==> config.mk <==
export PLATFORM = sky130hd
export DESIGN_NAME = lfsr_burst_ctrl
export DESIGN_NICKNAME = d
export VERILOG_FILES = /design/src/rtl/lfsr_burst_ctrl.sv
export SDC_FILE = /design/constraint.sdc
export NUM_CORES = 1
export LEC_CHECK = 0
export ABC_AREA = 0
export BUFFER_PORTS_ARGS = -buffer_cell sky130_fd_sc_hd__buf_2
export CAP_MARGIN = 0
export CORE_MARGIN = 2
export CORE_UTILIZATION = 40
export DETAILED_ROUTE_END_ITERATION = 10
export GPL_ROUTABILITY_DRIVEN = 0
export PLACE_DENSITY = 0.69
export SYNTH_ARGS = -nofsm -noshare
export SYNTH_HDL_FRONTEND = slang
export SYNTH_SLANG_ARGS = --single-unit
==> constraint.sdc <==
create_clock -name clk -period 5.16 [get_ports clk]
set_input_delay 0.258 -clock clk [delete_from_list [all_inputs] [get_ports clk]]
set_output_delay 0.258 -clock clk [all_outputs]
set_load 0.02 [all_outputs]
==> src/rtl/lfsr_burst_ctrl.sv <==
// Command-driven burst controller around an N-bit Fibonacci LFSR: seeds it,
// emits exactly cmd_count states on a back-pressured stream, reports wrap-to-seed.
module lfsr_burst_ctrl #(
    parameter int             N    = 3,
    parameter logic [N-1:0]   TAPS = 3'b110,
    parameter int             CW   = 8
) (
    input  logic          clk,
    input  logic          reset_n,
    input  logic          cmd_valid,
    output logic          cmd_ready,
    input  logic [N-1:0]  cmd_seed,
    input  logic [CW-1:0] cmd_count,
    input  logic          abort,
    output logic          out_valid,
    input  logic          out_ready,
    output logic [N-1:0]  out_data,
    output logic          out_last,
    output logic          busy,
    output logic          done,
    output logic          wrap
);

    localparam logic [1:0] IDLE = 2'd0;
    localparam logic [1:0] RUN  = 2'd1;
    localparam logic [1:0] DONE = 2'd2;

    localparam logic [N-1:0]  ONE_N  = {{(N-1){1'b0}}, 1'b1};
    localparam logic [CW-1:0] ONE_CW = {{(CW-1){1'b0}}, 1'b1};

    function automatic logic [N-1:0] lfsr_step(input logic [N-1:0] s);
        return {s[N-2:0], ^(s & TAPS)};
    endfunction

    // An all-zero seed would lock the LFSR, so it is promoted to 1.
    function automatic logic [N-1:0] safe_seed(input logic [N-1:0] s);
        return (s == '0) ? ONE_N : s;
    endfunction

    logic [1:0]    state;
    logic [N-1:0]  lfsr;
    logic [N-1:0]  seed_q;
    logic [CW-1:0] remaining;
    logic          wrap_q;
    logic [N-1:0]  lfsr_next;
    logic          beat;

    assign lfsr_next = lfsr_step(lfsr);
    assign beat      = (state == RUN) && out_ready;

    assign cmd_ready = (state == IDLE);
    assign out_valid = (state == RUN);
    assign out_data  = lfsr;
    assign out_last  = (state == RUN) && (remaining == ONE_CW);
    assign busy      = (state != IDLE);
    assign done      = (state == DONE);
    assign wrap      = wrap_q;

    always_ff @(posedge clk or negedge reset_n) begin
        if (!reset_n) begin
            state     <= IDLE;
            lfsr      <= ONE_N;
            seed_q    <= ONE_N;
            remaining <= '0;
            wrap_q    <= 1'b0;
        end else begin
            case (state)
                IDLE: begin
                    if (cmd_valid) begin
                        lfsr      <= safe_seed(cmd_seed);
                        seed_q    <= safe_seed(cmd_seed);
                        remaining <= cmd_count;
                        wrap_q    <= 1'b0;
                        state     <= (cmd_count == '0) ? DONE : RUN;
                    end
                end
                RUN: begin
                    if (beat) begin
                        lfsr      <= lfsr_next;
                        remaining <= remaining - ONE_CW;
                        if (lfsr_next == seed_q)
                            wrap_q <= 1'b1;
                        if (remaining == ONE_CW)
                            state <= DONE;
                    end
                    // A beat taken on the abort edge still counts as delivered.
                    if (abort)
                        state <= DONE;
                end
                DONE: begin
                    state <= IDLE;
                end
                default: begin
                    state <= IDLE;
                end
            endcase
        end
    end

endmodule

# After elaboration in Yosys (flattened, before gate mapping)
# Cells that the tools add are included.
# word_totals
elab_cells,44
ff_bits,17
# op_classes
reduce_logical,12
n_mux,17
add_sub_neg,1
eq_ne,9
# op_table
op,count
$mux 8,2
$pmux 8 s2,1
$mux 2,5
$mux 3,3
$eq 8x1->1 const B,1
$logic_not 8->1,1
$sub 8x1->8 const B,1
$ne 3x2->1 const B,2
$pmux 3 s2,1
$reduce_and 3->1,2
$ne 2x1->1 const B,2
$pmux 2 s2,1
$reduce_and 4->1,1
$reduce_bool 2->1,2
$eq 3x3->1,1
$logic_not 3->1,1
$mux 1,3
$reduce_xor 3->1,1
$eq 2x1->1 const B,1
$eq 2x2->1 const B,1
$logic_and 1x1->1,2
$logic_not 2->1,1
$ne 2x2->1 const B,1
$pmux 1 s2,1
$reduce_and 2->1,1

# Logic depth before layout (Yosys ltp)
# logic_depth
depth_word,5
mapped_depth,7
depth_no_buf,6

# Worst setup path after synthesis
# No wires, ideal clock.
# synth_timing
path_type,register to output
startpoint,register state[1]
endpoint,output out_last
n_path_buf,2
path_slack_ps,3330
t_arrival_ps,1572
stages_incl_launch_ff,6
path_cell_list,dfrtp_1 -> nand2b_1 -> clkbuf_1 -> inv_1 -> buf_1 -> and2_1
# synth_via
elab_chain_len,2
# synth_lines
item,line_no,text
from (decl),40,logic [1:0] state;
from (signal assigned),74,state <= (cmd_count == '0) ? DONE : RUN;
$eq 2x1->1,-,
named net out_valid,15,"output logic out_valid,"
$logic_and 1x1->1,54,assign out_last = (state == RUN) && (remaining == ONE_CW);
to (decl),18,"output logic out_last,"
# The timed path passes the listed nets, and every way through them passes these cells.

# Worst setup path after layout
# layout_timing
startpoint,register state[1]
endpoint,output out_last
# layout_via
elab_chain_len,2
# layout_lines
item,line_no
$eq 2x1->1,54
$logic_and 1x1->1,54
# No other way between the ends.

==> metrics.md <==
| Metric | Value |
|---|---|
| Die Y | 53.5 um |
| Starting Density | a little over two fifths |
| Nets | approximately 150 |
| First-pass GRT wire length | between 3000 and 4000 um |
| Crit-path max cell delay | ~0.51 ns |
| First DRT Iteration DRCs | 30 |
| Chip Width | 53.5 um |
| H-tree depth | 1 |
| TritonCTS clock tree | built |
| Yosys warning count | 0 |
| Worst vdd ir | 0.000337 V |
| Critical path buffer and inverter count | 2 |
| Synthesized area | between 900 and 1000 sq um |
| Final TNS setup | 0 ns |
| Latest clock arrival within the worst-skew pair | about 0.29 ns |
| Commonest non-fill, non-tap cell in the layout | buf_2 |
| Crit path max fanout | 17 |
| Syn Area/Cell | roughly 9 sq um |
| Area of the core | 2250 sq um |
| Most used DFF post-synth | dfrtp_1 |
| Commonest cells after routing, fill and taps aside | buf_2, nor2_1, dfrtp_1 |
| Status | completed |
| Number of flops mapped to enable cells by yosys | 0 |
| Worst setup SP type | flop |
| Crit path depth | 4 |
| CP required | roughly 4.9 ns |
| Worst-case clock buffer depth | 2 |
| HP Start | cmd_seed[1] |
| Hold EP | seed_q[1]$_DFFE_PN0P_ |
| TritonCTS buffer count | 3 |
| IO Pins | 25 |
| All-Layer GR Usage | between 10% and 20% |
| PwrDens | 591 nW/um^2 |
| Worst EP arrival | about 2 ns |
| DRC | 0 |
| Antenna Nets Post-Route | 0 |
| Routed WL | between 2000 and 2500 um |
| Fin Clk Skew | approximately 0.011 ns |
| Worst-margin pin slew | between 0.7 and 0.8 ns |
| Ratio of cells with drive above 1 in the final layout | 28.4% |
| Fin crit period | 2.28 ns |
| HPWL after DPL | 1590 um |
| Yosys reg bits | 17 |
| Ys async rst share | 100% |
| Cells after synthesis | between 100 and 150 |
| Number of post-CTS setup repair buffers | 0 |
| Comb pwr share | 49.4% |
| Fill cells | roughly 230 |
| Die ar. | 2860 sq um |
| Largest net degree at the start of global routing | 18 |
| Port Buffer Count | 24 |
| Post-DR wirelength/cell | approximately 13 um |
| Clock power frac | about a tenth |
| Hold Crit Depth | 2 |
| Final count of negative-setup-slack endpoints | 0 |
| FF-to-FF End | remaining[5]$_DFFE_PN0P_ |
| Leakage | 0.521 nW |
| Switching Share | a little under half |
| Syn Nets | about 130 |
| Fmax | approximately 440 MHz |
| R2r setup slk | roughly 3.2 ns |
| Min-Delay Path Class | input port to flop |
| CTS Root Cell | clkbuf_4 |
| Slowest cell on the critical path | nand2b_1 |
| Sequential fraction of the synthesis area | 43.7% |
| P_int | between 0.0003 and 0.0004 W |
| CP cell instances | nand2b_1 -> inv_1 -> and2_1 -> buf_2 |
| Reg2reg path depth | 5 |
| First-pass DRT Iterations | 4 |
| Critical path class | flop to primary output |
| Worst setup EP type | primary output |
| Post-Route Utilization | 51.1% |
| Number of placement rows | 17 |
| Vias after detailed routing | 879 |
| Gr ovfl total | 0 |
| RSZ-0062 raised after global routing | false |
| Sequential Power Share | roughly 40% |
| Fin crit share | 44.2% |
| Max-cap violation count | 0 |
| Worst rel slew slack | between 40% and 50% |
| Slew Viols, Final | 0 |
| Netlist cell types | 36 |
| Reg area | approximately 430 sq um |
| Vias/cell | around 5.4 |
| Sw Pwr | 0.000308 W |
| Largest delay share family, worst path | simple AND/OR/NAND/NOR gates |
| Hold Violations, Final | 0 |
| Clk slew on worst S/H paths | 0.11 ns |
| Ant. Diodes | 0 |
| Initial antenna violation count | 0 |
| Area growth syn-to-layout | 17.6% |
| Worst r2r src | state[1]$_DFFE_PN0P_ |
| Vias in the first global route | 809 |
| Multi-input logic area | around 520 sq um |
| CTS sink cnt | 17 |
## worst max-delay path by stage
| stage | startpoint | to | slack [ns] |
|---|---|---|---|
| after CTS | state[1]$_DFFE_PN0P_ | out_last | 2.88 |
| final | state[1]$_DFFE_PN0P_ | out_last | 2.88 |
| after global routing | state[1]$_DFFE_PN0P_ | out_last | 2.72 |
| after global placement | remaining[4]$_DFFE_PN0P_ | out_last | 3.27 |
| after detailed placement | state[1]$_DFFE_PN0P_ | out_last | 3.23 |
| after floorplan | state[1]$_DFFE_PN0P_ | out_last | 3.33 |
## routing by layer
metal	wire length [um]	global-route usage [%]
met1	946	22.6
met2	1030	27.0
met3	78	2.82
met4	17	6.41
met5	0	0
## cell usage after synthesis (3+ instances only)
cell type,number,area (sq um)
nor2_1,16,60.1
dfrtp_1,15,375
nand2_1,12,45.0
a21oi_1,8,40.0
o21ai_0,8,40.0
inv_1,4,15.0
a211oi_1,3,22.5
clkbuf_1,3,11.3
or4_1,3,22.5
## power groups by stage
stage	clock network, W	logic, W	registers [W]
3_3_place_gp	0	0.000332	0.000272
6_report	0.0000714	0.000336	0.000272
2_1_floorplan	0	0.000250	0.000277
4_1_cts	0.0000748	0.000338	0.000272
3_5_place_dp	0	0.000336	0.000274
5_1_grt	0.0000817	0.000377	0.000283
## stage by stage
step / instances / setup slack (ns) / instance area, sq um / power (W) / hold slack [ns]
after CTS: 162 / 2.88 / 1150 / 0.000685 / 0.221
after floorplan: 110 / 3.33 / 978 / 0.000527 / -0.0376
final: 162 / 2.88 / 1150 / 0.000680 / 0.228
after global routing: 162 / 2.72 / 1150 / 0.000742 / 0.224
after global placement: 157 / 3.27 / 1110 / 0.000603 / 0.199
after detailed placement: 157 / 3.23 / 1110 / 0.000610 / 0.204
## layout make-up
class	instances	area share [%]
clock buffers	3	1.96
inverters	4	1.30
flip-flops and latches	17	37.2
multi-input cells	84	44.8
well taps	28	3.04
repair buffers	25	11.3
clock inverters	1	0.435
## sequential cells by signal, indices dropped and copies added (netlist names)
register,flops
wrap,1
seed_q,3
out_data,3
remaining,8
state,2
## logic make-up after synthesis
kind of cell | after synthesis | share of synthesized area (%)
compound gates | 31 | 19.8
xor+xnor | 4 | 3.58
fa+ha+maj | 2 | 2.56
buf+inv | 9 | 3.58
flops | 17 | 43.7
mux | 4 | 4.35
simple gates | 43 | 22.4
## worst register-to-register path: stages (launching register included)
cell      delay [ns]
dfrtp_1         0.44
nand2b_1        0.43
inv_1           0.48
nand2_1         0.10
o32ai_1         0.22
a21oi_1         0.10
## what timing repair did
action                                 in CTS  in global routing
resized for setup                           0                  0
endpoints found under the hold margin      15                  0
hold buffers                                1                  0
No activity file was read; power rests on OpenSTA's default activity.
